===== config.mk =====
export PLATFORM = sky130hd
export DESIGN_NAME = hazard_stall_controller_flat
export DESIGN_NICKNAME = d
export VERILOG_FILES = /design/src/rtl/hazard_stall_controller_if.sv /design/src/rtl/hazard_stall_controller.sv /design/src/flat_wrapper.sv
export SDC_FILE = /design/constraint.sdc
export NUM_CORES = 1
export LEC_CHECK = 0
export CAP_MARGIN = 20
export CORE_UTILIZATION = 48
export CTS_CLUSTER_SIZE = 25
export DETAILED_ROUTE_END_ITERATION = 12
export GPL_TIMING_DRIVEN = 1
export PLACE_DENSITY_LB_ADDON = 0.08
export SETUP_SLACK_MARGIN = 0.5
export SLEW_MARGIN = 0
export SYNTH_ARGS = -nofsm -noshare
export SYNTH_HDL_FRONTEND = slang
export SYNTH_SLANG_ARGS = --single-unit

===== constraint.sdc =====
create_clock -name clk -period 4.1 [get_ports clk]
set_clock_uncertainty 0.2 [all_clocks]
set_input_delay 1.23 -clock clk [delete_from_list [all_inputs] [get_ports clk]]
set_output_delay 1.23 -clock clk [all_outputs]
set_load 0.02 [all_outputs]

===== src/rtl/hazard_stall_controller_if.sv =====
// Decode-stage hazard controller bus: pipeline register specifiers and control bits in,
// stall/flush controls and performance counters out.
interface hazard_stall_controller_if #(
  parameter int REG_W = 5,
  parameter int CNT_W = 16
);
  logic [REG_W-1:0] Rs_ID;
  logic [REG_W-1:0] Rt_ID;
  logic             Branch_ID;
  logic [REG_W-1:0] Rt_EX;
  logic [REG_W-1:0] WriteReg_EX;
  logic             RegWrite_EX;
  logic             MemToReg_EX;
  logic [REG_W-1:0] WriteReg_M;
  logic             MemToReg_M;
  logic             CntClear;
  logic             StallF;
  logic             StallD;
  logic             FlushE;
  logic [CNT_W-1:0] StallCount;
  logic [CNT_W-1:0] FlushCount;

  modport master (
    output Rs_ID, Rt_ID, Branch_ID, Rt_EX, WriteReg_EX, RegWrite_EX,
           MemToReg_EX, WriteReg_M, MemToReg_M, CntClear,
    input  StallF, StallD, FlushE, StallCount, FlushCount
  );

  modport slave (
    input  Rs_ID, Rt_ID, Branch_ID, Rt_EX, WriteReg_EX, RegWrite_EX,
           MemToReg_EX, WriteReg_M, MemToReg_M, CntClear,
    output StallF, StallD, FlushE, StallCount, FlushCount
  );
endinterface


===== src/rtl/hazard_stall_controller.sv =====
// Load-use / branch-in-decode hazard detection with saturating stall and flush counters.
// Stall/flush are combinational (zero latency); a lw->beq pair holds one extra cycle.
module hazard_stall_controller #(
  parameter int REG_W = 5,
  parameter int CNT_W = 16
) (
  input  logic                     clk,
  input  logic                     rst_n,
  hazard_stall_controller_if.slave bus
);

  typedef enum logic {
    S_IDLE,
    S_HOLD1
  } state_t;

  localparam logic [CNT_W-1:0] CNT_MAX = '1;

  state_t           r_state;
  logic [CNT_W-1:0] r_stall_cnt;
  logic [CNT_W-1:0] r_flush_cnt;

  logic w_lwstall;
  logic w_brstall_alu;
  logic w_brstall_ld;
  logic w_brstall_ldm;
  logic w_hazard;
  logic w_hazard_out;

  // Register 0 is hardwired, so a zero destination never creates a dependency.
  function automatic logic f_dep(input logic [REG_W-1:0] i_dst,
                                 input logic [REG_W-1:0] i_rs,
                                 input logic [REG_W-1:0] i_rt);
    return (i_dst != '0) && ((i_dst == i_rs) || (i_dst == i_rt));
  endfunction

  assign w_lwstall     = bus.MemToReg_EX && f_dep(bus.Rt_EX, bus.Rs_ID, bus.Rt_ID);
  assign w_brstall_alu = bus.Branch_ID && bus.RegWrite_EX && !bus.MemToReg_EX
                         && f_dep(bus.WriteReg_EX, bus.Rs_ID, bus.Rt_ID);
  assign w_brstall_ld  = bus.Branch_ID && w_lwstall;
  assign w_brstall_ldm = bus.Branch_ID && bus.MemToReg_M
                         && f_dep(bus.WriteReg_M, bus.Rs_ID, bus.Rt_ID);

  assign w_hazard = (r_state == S_HOLD1) || w_lwstall || w_brstall_alu || w_brstall_ldm;

  // Gating with rst_n also masks X inputs during reset (X & 0 = 0).
  assign w_hazard_out = w_hazard & rst_n;

  assign bus.StallF     = w_hazard_out;
  assign bus.StallD     = w_hazard_out;
  assign bus.FlushE     = w_hazard_out;
  assign bus.StallCount = r_stall_cnt;
  assign bus.FlushCount = r_flush_cnt;

  always_ff @(posedge clk or negedge rst_n) begin
    if (!rst_n) begin
      r_state <= S_IDLE;
    end else begin
      case (r_state)
        S_IDLE:  r_state <= w_brstall_ld ? S_HOLD1 : S_IDLE;
        S_HOLD1: r_state <= S_IDLE;
        default: r_state <= S_IDLE;
      endcase
    end
  end

  always_ff @(posedge clk or negedge rst_n) begin
    if (!rst_n) begin
      r_stall_cnt <= '0;
      r_flush_cnt <= '0;
    end else if (bus.CntClear) begin
      r_stall_cnt <= '0;
      r_flush_cnt <= '0;
    end else begin
      if (bus.StallD && (r_stall_cnt != CNT_MAX)) begin
        r_stall_cnt <= r_stall_cnt + 1'b1;
      end
      if (bus.FlushE && (r_flush_cnt != CNT_MAX)) begin
        r_flush_cnt <= r_flush_cnt + 1'b1;
      end
    end
  end

endmodule


===== src/flat_wrapper.sv =====
// flat-port wrapper written by rule: the top's interface ports become plain ports
module hazard_stall_controller_flat 
#(
  parameter int REG_W = 5,
  parameter int CNT_W = 16
)
  (clk, rst_n, bus_Rs_ID, bus_Rt_ID, bus_Branch_ID, bus_Rt_EX, bus_WriteReg_EX, bus_RegWrite_EX, bus_MemToReg_EX, bus_WriteReg_M, bus_MemToReg_M, bus_CntClear, bus_StallF, bus_StallD, bus_FlushE, bus_StallCount, bus_FlushCount);
  hazard_stall_controller_if #(.REG_W(REG_W), .CNT_W(CNT_W)) bus_i ();
  input  logic clk;
  input  logic rst_n;
  input wire logic [$bits(bus_i.Rs_ID)-1:0] bus_Rs_ID;
  input wire logic [$bits(bus_i.Rt_ID)-1:0] bus_Rt_ID;
  input wire logic [$bits(bus_i.Branch_ID)-1:0] bus_Branch_ID;
  input wire logic [$bits(bus_i.Rt_EX)-1:0] bus_Rt_EX;
  input wire logic [$bits(bus_i.WriteReg_EX)-1:0] bus_WriteReg_EX;
  input wire logic [$bits(bus_i.RegWrite_EX)-1:0] bus_RegWrite_EX;
  input wire logic [$bits(bus_i.MemToReg_EX)-1:0] bus_MemToReg_EX;
  input wire logic [$bits(bus_i.WriteReg_M)-1:0] bus_WriteReg_M;
  input wire logic [$bits(bus_i.MemToReg_M)-1:0] bus_MemToReg_M;
  input wire logic [$bits(bus_i.CntClear)-1:0] bus_CntClear;
  output wire logic [$bits(bus_i.StallF)-1:0] bus_StallF;
  output wire logic [$bits(bus_i.StallD)-1:0] bus_StallD;
  output wire logic [$bits(bus_i.FlushE)-1:0] bus_FlushE;
  output wire logic [$bits(bus_i.StallCount)-1:0] bus_StallCount;
  output wire logic [$bits(bus_i.FlushCount)-1:0] bus_FlushCount;
  assign bus_i.Rs_ID = bus_Rs_ID;
  assign bus_i.Rt_ID = bus_Rt_ID;
  assign bus_i.Branch_ID = bus_Branch_ID;
  assign bus_i.Rt_EX = bus_Rt_EX;
  assign bus_i.WriteReg_EX = bus_WriteReg_EX;
  assign bus_i.RegWrite_EX = bus_RegWrite_EX;
  assign bus_i.MemToReg_EX = bus_MemToReg_EX;
  assign bus_i.WriteReg_M = bus_WriteReg_M;
  assign bus_i.MemToReg_M = bus_MemToReg_M;
  assign bus_i.CntClear = bus_CntClear;
  assign bus_StallF = bus_i.StallF;
  assign bus_StallD = bus_i.StallD;
  assign bus_FlushE = bus_i.FlushE;
  assign bus_StallCount = bus_i.StallCount;
  assign bus_FlushCount = bus_i.FlushCount;
  hazard_stall_controller #(.REG_W(REG_W), .CNT_W(CNT_W)) u_core (.clk(clk), .rst_n(rst_n), .bus(bus_i));
endmodule

==> results of run 1 <==
==> cell usage in the layout, fill, tap and decap left out, drive strengths merged, types with 8 or more instances in the layout <==
master / netlist / routed
clkdlybuf4s50: 0 / 38
dfrtp: 33 / 33
xnor2: 31 / 31
buf: 9 / 30
nand2: 22 / 22
nand3: 18 / 18
nor2: 18 / 18
dlygate4sd2: 0 / 15
a21oi: 14 / 14
o31ai: 10 / 10
o21ai: 10 / 10
and3: 10 / 10
or4: 9 / 9
or3: 8 / 8
==> worst min-delay path: stages (launching register included) <==
cell and delay, ns:
dfrtp_1 0.38, mux2i_1 0.08, nor2_1 0.08
==> layer usage <==
layer,track usage (%),vias up,routed length (um)
met5,0,-,0
met4,9.78,0,138
met3,4.84,12,276
met2,42.4,63,2950
met1,31.1,1074,2680
li1,-,1112,-
==> stage by stage <==
stage / std cells / total power [W] / setup WS, ns / cell area, um^2 / util, %
2_1_floorplan: 259 / 0.000393 / 0.0989 / 2290 / -
3_3_place_gp: 381 / 0.000463 / -0.695 / 3070 / 68.7
3_5_place_dp: 381 / 0.000465 / -0.710 / 3070 / 68.7
4_1_cts: 394 / 0.000793 / -0.0224 / 3220 / 71.9
5_1_grt: 396 / 0.000823 / -0.0505 / 3260 / 73.0
6_report: 396 / 0.000791 / -0.0113 / 3260 / 73.0
==> how the worst min path moves through the flow <==
stage                                          start                               endpoint  slack [ns]  cells after the start
3_3_place_gp   u_core.bus.FlushCount[12]$_DFFE_PN0P_  u_core.bus.FlushCount[12]$_DFFE_PN0P_        0.35                      2
3_5_place_dp                u_core.r_state$_DFF_PN0_               u_core.r_state$_DFF_PN0_        0.37                      1
6_report        u_core.bus.StallCount[1]$_DFFE_PN0P_   u_core.bus.StallCount[1]$_DFFE_PN0P_        0.38                      2
4_1_cts         u_core.bus.FlushCount[5]$_DFFE_PN0P_   u_core.bus.FlushCount[5]$_DFFE_PN0P_        0.37                      2
2_1_floorplan               u_core.r_state$_DFF_PN0_               u_core.r_state$_DFF_PN0_        0.34                      1
5_1_grt        u_core.bus.StallCount[15]$_DFFE_PN0P_  u_core.bus.StallCount[15]$_DFFE_PN0P_        0.40                      2
==> what timing repair did <==
action	in CTS	in global routing
setup buffers	5	2
pin swaps	5	5
endpoints found under the setup margin	3	10
hold buffers	0	0
gates resized for setup	51	8
==> where the power goes <==
| group | switching (W) | internal (W) | leakage (nW) |
|---|---|---|---|
| Sequential | 0.00000145 | 0.000326 | 0.461 |
| Combinational | 0.0000666 | 0.0000679 | 0.843 |
| Clock | 0.000130 | 0.000198 | 0.0585 |
| Total | 0.000198 | 0.000593 | 1.36 |
==> sequential cells by signal, indices dropped and copies added (netlist names) <==
signal and flops:
u_core.bus.FlushCount 16, u_core.bus.StallCount 16, u_core.r_state 1
==> cell families (layout without fill, tap and decap cells) <==
family | count (synthesis) | in the layout
mux | 6 | 6
xor+xnor | 34 | 34
buf+inv | 18 | 103
compound gates | 55 | 55
flops | 33 | 33
fa+ha+maj | 2 | 2
simple gates | 111 | 111
==> final cells by class <==
type | count | area (um^2) | share of cell area [%]
repair buffers | 89 | 842 | 25.8
inverters | 6 | 22.5 | 0.690
well taps | 52 | 65.1 | 1.99
flip-flops and latches | 33 | 826 | 25.3
clock inverters | 1 | 30.0 | 0.920
multi-input cells | 208 | 1390 | 42.7
clock buffers | 7 | 86.3 | 2.64
==> impl_metrics.yaml, run 1 <==
logic_synthesis:
  synth_top_cell_by_area: "dfrtp_1"
  synth.cell_area_mm2: 0.00228
  yosys-mux-area-fraction_pct: 2.85
  synth_compound_area_share_pct: 15.8
  synth_area_leaders: "dfrtp_1 (36%), xnor2_1 (12%), nand3_1 (3.9%), nand2_1 (3.6%), o31ai_1 (3.3%)"
  netlist_instances: 259
  seq_area_frac_synth_pct: 36.2
  yosysMostFrequentCell: "dfrtp_1"
  ys_seq_elements: 33
  yosys_most_used_dff: "dfrtp_1"
  synth_commonest_cells: "dfrtp_1 (33), xnor2_1 (31), nand2_1 (22), nand3_1 (18), nor2_1 (18)"
  synthArstFlopShare_pct: 100
  synth.distinct_cells: 46
  synth_top_area_share_pct: 36.2
  synth-simple-area-share_pct: 27.0
  synth-adder-area-share_pct: 1.10
  syn_nets: 293
  synth-edff-count: 0
  yosysWarnings: 0
  synthXorXnorAreaFrac_pct: 13.0
  synth_top_family_by_area: "simple AND/OR/NAND/NOR gates"
  syn_area_per_cell_um2: 8.81
timing:
  slew_violations: 0
  max_slew.worst_pin.slew_ns: 0.516
  setup_tns_ns: -0.0326
  finalSetupViolations: 3
  final-hold-violation-count: 0
  finalHoldWorstSlack_ns: 0.378
  fmax_ghz: 0.243
  fin_crit_sh_pct: 100
  finalCriticalPeriod_ns: 4.11
  rsz0062_at_grt: "yes"
  fin_ws_ns: -0.0113
  relSlewSlack_pct: 65.6
global_routing:
  global_route.overflow_total: 0
  grt_max_degree: 43
  grt_usage_pct: 24.8
  antenna_found_initial: 0
  grt_pass1_vias: 2161
  grt_pass1_wl_mm: 9.83
power:
  p_leak_nw: 1.36
  peakVddDrop_mv: 0.211
  power_density_mw_per_mm2: 242
routing:
  wl_per_cell_um: 15.3
  viasPerCell: 5.71
  dr.pass1.iters: 8
  ant_nets: 0
  drt_iter0_drc: 102
  vias: 2261
  wirelength_mm: 6.05
  drc_errors: 6
cts:
  htree_levels: 2
  clkTransAtPathRegs_ns: 0.07
  clk_latency_ns: 0.29
  cts_buffer_depth: 2
  cts_buffers: 5
  clkSinkCount: 33
  cts-root-buf: "clkbuf_8"
  cts_tree: "built"
critical_path:
  critPathCaptureType: "primary output"
  arrival_ns: 2.68
  crit_end: "bus_FlushE"
  required_ns: 2.67
  critical_path_class: "in2out"
  timing.critical_path.buf_inv: 3
  crit_path_max_fanout: 4
  reg2reg_setup_slack_ns: 1.43
  path_depth: 7
  crit_path_top_delay_cell: "or4_4"
  max_stage_delay_ns: 0.43
  start_kind: "input pin"
  cp-startpoint: "bus_Rt_EX[1]"
  critical_path.top_delay_family: "compound AO/OA/AOI/OAI gates"
  reg2reg_depth: 6
  r2r_start: "u_core.bus.FlushCount[0]$_DFFE_PN0P_"
  r2r-end: "u_core.bus.FlushCount[11]$_DFFE_PN0P_"
  crit_path_cell_trace: "clkdlybuf4s15_1, or4_4, o21a_1, a22o_1, o21ai_2, inv_2, buf_6"
floorplan:
  die_height_um: 71.0
  initial_core_util_pct: 51.0
  ios: 67
  die_x_um: 71.0
  design.die.area_mm2: 0.00503
  rows: 24
  core_mm2: 0.00447
layout:
  area_growth_pct: 43.0
  fin_nets: 377
  insertedDiodeCount: 0
  fill_cells: 371
  drive_gt1_share_pct: 16.0
job:
  max_cap_violations: 0
worst_hold_path:
  hp-class: "reg2reg"
place:
  gp_congestion: 0.799
  dpl.hpwl_mm: 4.28
  portBuffers: 66
status:
  status: "complete, but fails checks"
  violations: "design-rule violations, negative setup slack"
No activity file was read; power rests on OpenSTA's default activity.
==> run 2: changes to the inputs <==
Settings changed: CELL_PAD_IN_SITES_DETAIL_PLACEMENT set to 1, CELL_PAD_IN_SITES_GLOBAL_PLACEMENT set to 2, CORE_UTILIZATION 48 to 28, CTS_BUF_LIST set to sky130_fd_sc_hd__clkbuf_4.
==> run 2 against run 1 <==
The flow now finishes without violations. Total power decreased by 11%. Final cell count increased by 11%. Maximum frequency up 0.43%. Count of clock-buffer cells in the layout down 2. Non-clock buffer count down 4. Largest cell class unchanged.
==> impl_metrics.yaml, run 2 (synthesis gave the netlist of run 1 again) <==
routing:
  routed-wl-met3_um: 228
  dr.pass1.iters: 4
  wirelength_mm: 6.98
  highest_layer: "met4"
  viasPerCell: 5.11
  drc_errors: 0
  wirelength_met1_mm: 3.23
  route.met2.wl_mm: 3.42
  drt_iter0_drc: 39
  ant_nets: 0
  vias: 2255
  wl_per_cell_um: 15.8
layout:
  fill_cells: 918
  fin_nets: 373
  multiInputGateArea_mm2: 0.00140
  final_cell_mix: "clkdlybuf4s50_1 (37), dfrtp_1 (33), xnor2_1 (31)"
  drive_gt1_share_pct: 15.9
  mostFrequentLayoutCell: "clkdlybuf4s50_1"
  design_area_mm2: 0.00324
  fin_cells: 441
  insertedDiodeCount: 0
  regArea_um2: 826
  area_growth_pct: 42.2
power:
  seqPwrFrac_pct: 46.4
  p_switching_w: 0.000192
  clock_power_share_pct: 35.0
  p_leak_nw: 1.32
  switching_share_pct: 27.2
  cell_internal_pwr_w: 0.000515
  peakVddDrop_mv: 0.0944
  power_density_mw_per_mm2: 218
  power_frac_comb_pct: 18.6
place:
  dp.cells: 431
  pre_cts_ws_ns: -0.721
  portBuffers: 66
  place_area_mm2: 0.00312
  gp_congestion: 0.725
  dpl.hpwl_mm: 5.31
global_routing:
  global_route.overflow_total: 0
  grt_pass1_vias: 2407
  grt_usage_pct: 17.8
  grt_pass1_wl_mm: 11.9
  grt_max_degree: 43
  antenna_found_initial: 0
worst_hold_path:
  hold_depth: 2
  whs_endpoint: "u_core.bus.FlushCount[5]$_DFFE_PN0P_"
  hp-class: "reg2reg"
  hp-start: "u_core.bus.FlushCount[5]$_DFFE_PN0P_"
critical_path:
  critical_path.top_delay_family: "compound AO/OA/AOI/OAI gates"
  r2r-end: "u_core.bus.FlushCount[11]$_DFFE_PN0P_"
  critical_path_class: "in2out"
  critPathCaptureType: "primary output"
  start_kind: "input pin"
  crit_path_top_delay_cell: "or4_4"
  crit_path_max_fanout: 4
  required_ns: 2.67
  crit_top_cell: "buf_6"
  reg2reg_depth: 6
  timing.critical_path.buf_inv: 3
  reg2reg_setup_slack_ns: 1.40
  r2r_start: "u_core.bus.FlushCount[0]$_DFFE_PN0P_"
  arrival_ns: 2.66
  max_stage_delay_ns: 0.52
  path_depth: 7
  crit_path_cell_trace: "buf_6, or4_4, o21a_1, a22o_1, o21ai_2, inv_2, buf_6"
cts:
  cts_buffer_depth: 2
  clk_latency_ns: 0.35
  cts_tree: "built"
  clkTransAtPathRegs_ns: 0.10
  htree_levels: 2
  cts-root-buf: "clkbuf_4"
  cts_buffers: 5
  clkSinkCount: 33
timing:
  finalHoldWorstSlack_ns: 0.379
  max_slew.worst_pin.slew_ns: 0.526
  finalCriticalPeriod_ns: 4.09
  fin_crit_sh_pct: 99.8
  fin_ws_ns: 0.00646
  fmax_ghz: 0.244
  final-hold-violation-count: 0
  slew_violations: 0
  finalSetupViolations: 0
  rsz0062_at_grt: "yes"
  relSlewSlack_pct: 65.0
floorplan:
  ios: 67
  die_x_um: 92.3
  design.die.area_mm2: 0.00852
  core_mm2: 0.00781
  die_height_um: 92.3
  rows: 32
  initial_core_util_pct: 29.2
status:
  status: "finished, final reports clean"
job:
  max_cap_violations: 0
run 2: changes by cell type in the layout (fill, tap and decap cells not counted), moves of 2 or more:
cell / previous run / this run
buf_4: 22 / 19
clkbuf_4: 0 / 5
clkbuf_8: 6 / 0
nor3_1: 3 / 1
nor3_2: 0 / 2
run 2: how the worst max path moves through the flow:
stage / start / end / slack [ns]
after CTS: bus_Rt_EX[3] / bus_StallD / -0.05
after floorplan: bus_Rt_EX[1] / bus_StallD / 0.1
after global routing: bus_Rt_EX[0] / bus_StallD / -0.05
after global placement: bus_Rt_EX[1] / bus_FlushE / -0.72
after detailed placement: bus_Rt_EX[1] / bus_StallD / -0.72
final: bus_Rt_EX[0] / bus_StallD / 0.006
run 2: power by group through the flow:
stage | Combinational (W) | Clock, W | Sequential [W]
2_1_floorplan | 0.0000581 | 0 | 0.000335
3_3_place_gp | 0.000133 | 0 | 0.000334
3_5_place_dp | 0.000134 | 0 | 0.000334
4_1_cts | 0.000133 | 0.000258 | 0.000328
5_1_grt | 0.000145 | 0.000271 | 0.000328
6_report | 0.000132 | 0.000247 | 0.000328
run 2: final cells by class:
class                   instances  share of cell area [%]
flip-flops and latches         33                    25.5
inverters                       6                   0.694
clock buffers                   5                    1.16
well taps                     102                    3.93
multi-input cells             208                    43.2
clock inverters                 2                    1.08
repair buffers                 85                    24.5
run 2: metal layers:
layer | global-route usage [%] | vias up
met3 | 2.99 | 10
li1 | - | 1100
met5 | 0 | -
met4 | 5.47 | 0
met1 | 22.2 | 1103
met2 | 31.3 | 42
run 2: worst min-delay path, stage by stage, from the launching register on:
cell     delay [ns]
dfrtp_1        0.41
o31ai_1        0.07
a21oi_1        0.06
run 2: what timing repair did:
item,in CTS,in global routing
endpoints found under the hold margin,0,0
gates resized for setup,56,6
pin swaps,5,4
setup endpoints to repair,3,10
hold buffers,0,0
buffers inserted,1,2
run 2: per-stage QoR:
stage / setup TNS (ns) / power [W] / util [%]
floorplan: 0 / 0.000393 / -
global placement: -2.17 / 0.000467 / 40.0
detailed placement: -2.15 / 0.000468 / 40.0
CTS: -0.139 / 0.000719 / 41.1
global route: -0.153 / 0.000744 / 41.6
finish: 0 / 0.000707 / 41.6
==> run 3: changes to the inputs <==
Settings changed: CTS_CLUSTER_SIZE 25 to 8, REMOVE_ABC_BUFFERS set to 1.
==> run 3 against run 2 <==
Sequential power about the same. Sequential cell count unchanged. Clock power is 2% higher. Final cell count increased by 1.1%.
==> impl_metrics.yaml, run 3 (synthesis gave the netlist of run 1 again) <==
status:
  status: "finished, final reports clean"
floorplan:
  die_height_um: 92.3
  ios: 67
  die_x_um: 92.3
  core_mm2: 0.00781
  rows: 32
  initial_core_util_pct: 29.2
  design.die.area_mm2: 0.00852
cts:
  cts_tree: "built"
  cts_buffers: 5
  htree_levels: 2
  clkTransAtPathRegs_ns: 0.11
  cts_buffer_depth: 2
  clkSinkCount: 33
  cts-root-buf: "clkbuf_4"
  clk_latency_ns: 0.34
critical_path:
  arrival_ns: 2.65
  crit_path_max_fanout: 4
  crit_top_cell: "buf_6"
  crit_path_cell_trace: "buf_6, or4_4, o21a_1, a22o_1, o21ai_2, inv_2, buf_6"
  critPathCaptureType: "primary output"
  r2r_start: "u_core.bus.FlushCount[0]$_DFFE_PN0P_"
  crit_path_top_delay_cell: "or4_4"
  cp-startpoint: "bus_Rt_EX[1]"
  required_ns: 2.67
  start_kind: "input pin"
  critical_path_class: "in2out"
  r2r-end: "u_core.bus.FlushCount[11]$_DFFE_PN0P_"
  max_stage_delay_ns: 0.52
  crit_end: "bus_StallF"
  reg2reg_depth: 6
  reg2reg_setup_slack_ns: 1.40
timing:
  finalHoldWorstSlack_ns: 0.381
  fmax_ghz: 0.245
  slew_violations: 0
  max_slew.worst_pin.slew_ns: 0.541
  setup_tns_ns: 0
  rsz0062_at_grt: "yes"
  finalSetupViolations: 0
  final-hold-violation-count: 0
  finalCriticalPeriod_ns: 4.08
  relSlewSlack_pct: 63.9
  fin_crit_sh_pct: 99.5
power:
  peakVddDrop_mv: 0.103
  power_density_mw_per_mm2: 219
  cell_internal_pwr_w: 0.000525
  power.total_w: 0.000713
  p_switching_w: 0.000188
  power_frac_comb_pct: 18.5
  switching_share_pct: 26.4
  clock_power_share_pct: 35.5
  seqPwrFrac_pct: 46.0
  p_leak_nw: 1.31
routing:
  ant_nets: 0
  dr.pass1.iters: 4
  drc_errors: 0
  drt_iter0_drc: 46
  wl_per_cell_um: 15.7
  vias: 2238
  viasPerCell: 5.02
  wirelength_mm: 7.00
global_routing:
  grt_max_degree: 43
  grt_usage_pct: 17.0
  grt_pass1_vias: 2221
  global_route.overflow_total: 0
  grt_pass1_wl_mm: 11.4
  antenna_found_initial: 0
place:
  dp.cells: 434
  dpl.hpwl_mm: 5.25
  place_area_mm2: 0.00315
  portBuffers: 66
  gp_congestion: 0.707
layout:
  fin_nets: 377
  fin_cells: 446
  final_cell_mix: "clkdlybuf4s50_1 (37), dfrtp_1 (33), xnor2_1 (31)"
  mostFrequentLayoutCell: "clkdlybuf4s50_1"
  regArea_um2: 826
  area_growth_pct: 42.7
  fill_cells: 931
  multiInputGateArea_mm2: 0.00139
  insertedDiodeCount: 0
  design_area_mm2: 0.00326
  drive_gt1_share_pct: 16.6
job:
  max_cap_violations: 0
worst_hold_path:
  hp-class: "reg2reg"
run 3: changes by cell type in the layout (fill, tap and decap cells not counted), moves of 2 or more:
cell            previous run  this run
dlymetal6s2s_1             5         1
buf_4                     19        22
o22ai_2                    3         1
o22ai_1                    0         2
dlygate4sd2_1             16        20
run 3: how the worst min path moves through the flow:
stage	slack (ns)	cells past startpoint	startpoint	endpoint
2_1_floorplan	0.34	1	u_core.r_state$_DFF_PN0_	u_core.r_state$_DFF_PN0_
5_1_grt	0.41	2	u_core.bus.FlushCount[12]$_DFFE_PN0P_	u_core.bus.FlushCount[12]$_DFFE_PN0P_
4_1_cts	0.38	2	u_core.bus.FlushCount[5]$_DFFE_PN0P_	u_core.bus.FlushCount[5]$_DFFE_PN0P_
3_3_place_gp	0.36	2	u_core.bus.FlushCount[5]$_DFFE_PN0P_	u_core.bus.FlushCount[5]$_DFFE_PN0P_
3_5_place_dp	0.37	2	u_core.bus.FlushCount[5]$_DFFE_PN0P_	u_core.bus.FlushCount[5]$_DFFE_PN0P_
6_report	0.38	2	u_core.bus.FlushCount[5]$_DFFE_PN0P_	u_core.bus.FlushCount[5]$_DFFE_PN0P_
run 3: layer usage:
| metal | up-vias | share of wire, % | global-route usage, % |
|---|---|---|---|
| met5 | - | 0 | 0 |
| met4 | 0 | 0.84 | 3.65 |
| met3 | 6 | 4.3 | 3.57 |
| met2 | 44 | 46 | 27.9 |
| met1 | 1075 | 49 | 23.0 |
| li1 | 1113 | - | - |
run 3: final cells by class:
cell class | instances | area share, %
clock buffers | 6 | 1.38
clock inverters | 2 | 1.04
inverters | 6 | 0.692
multi-input cells | 208 | 42.8
flip-flops and latches | 33 | 25.4
well taps | 102 | 3.92
repair buffers | 89 | 24.8
run 3: metrics by stage:
step                      util (%)  worst slack, ns
after floorplan                  -          -0.0263
after global placement        40.4           -0.850
after detailed placement      40.4           -0.881
after CTS                     41.5           0.0112
after global routing          41.7          -0.0389
final                         41.7           0.0199
run 3: power groups by stage:
stage / sequential [W] / clock (W) / combinational, W
floorplan: 0.000335 / 0 / 0.0000494
global placement: 0.000334 / 0 / 0.000135
detailed placement: 0.000334 / 0 / 0.000136
CTS: 0.000328 / 0.000263 / 0.000134
global route: 0.000328 / 0.000279 / 0.000144
finish: 0.000328 / 0.000253 / 0.000132
run 3: worst max-delay path: cells and delay by family:
family | cells | cell delay [ns]
AO/OA/AOI/OAI | 3 | 0.59
AND/OR/NAND/NOR | 1 | 0.52
buffers and inverters | 3 | 0.30
run 3: what timing repair did:
action | CTS | global route
hold buffers | 0 | 0
endpoints found under the hold margin | 0 | 0
setup endpoints to repair | 3 | 3
buffers inserted | 2 | 2
pin swaps | 5 | 0
gates resized for setup | 60 | 3
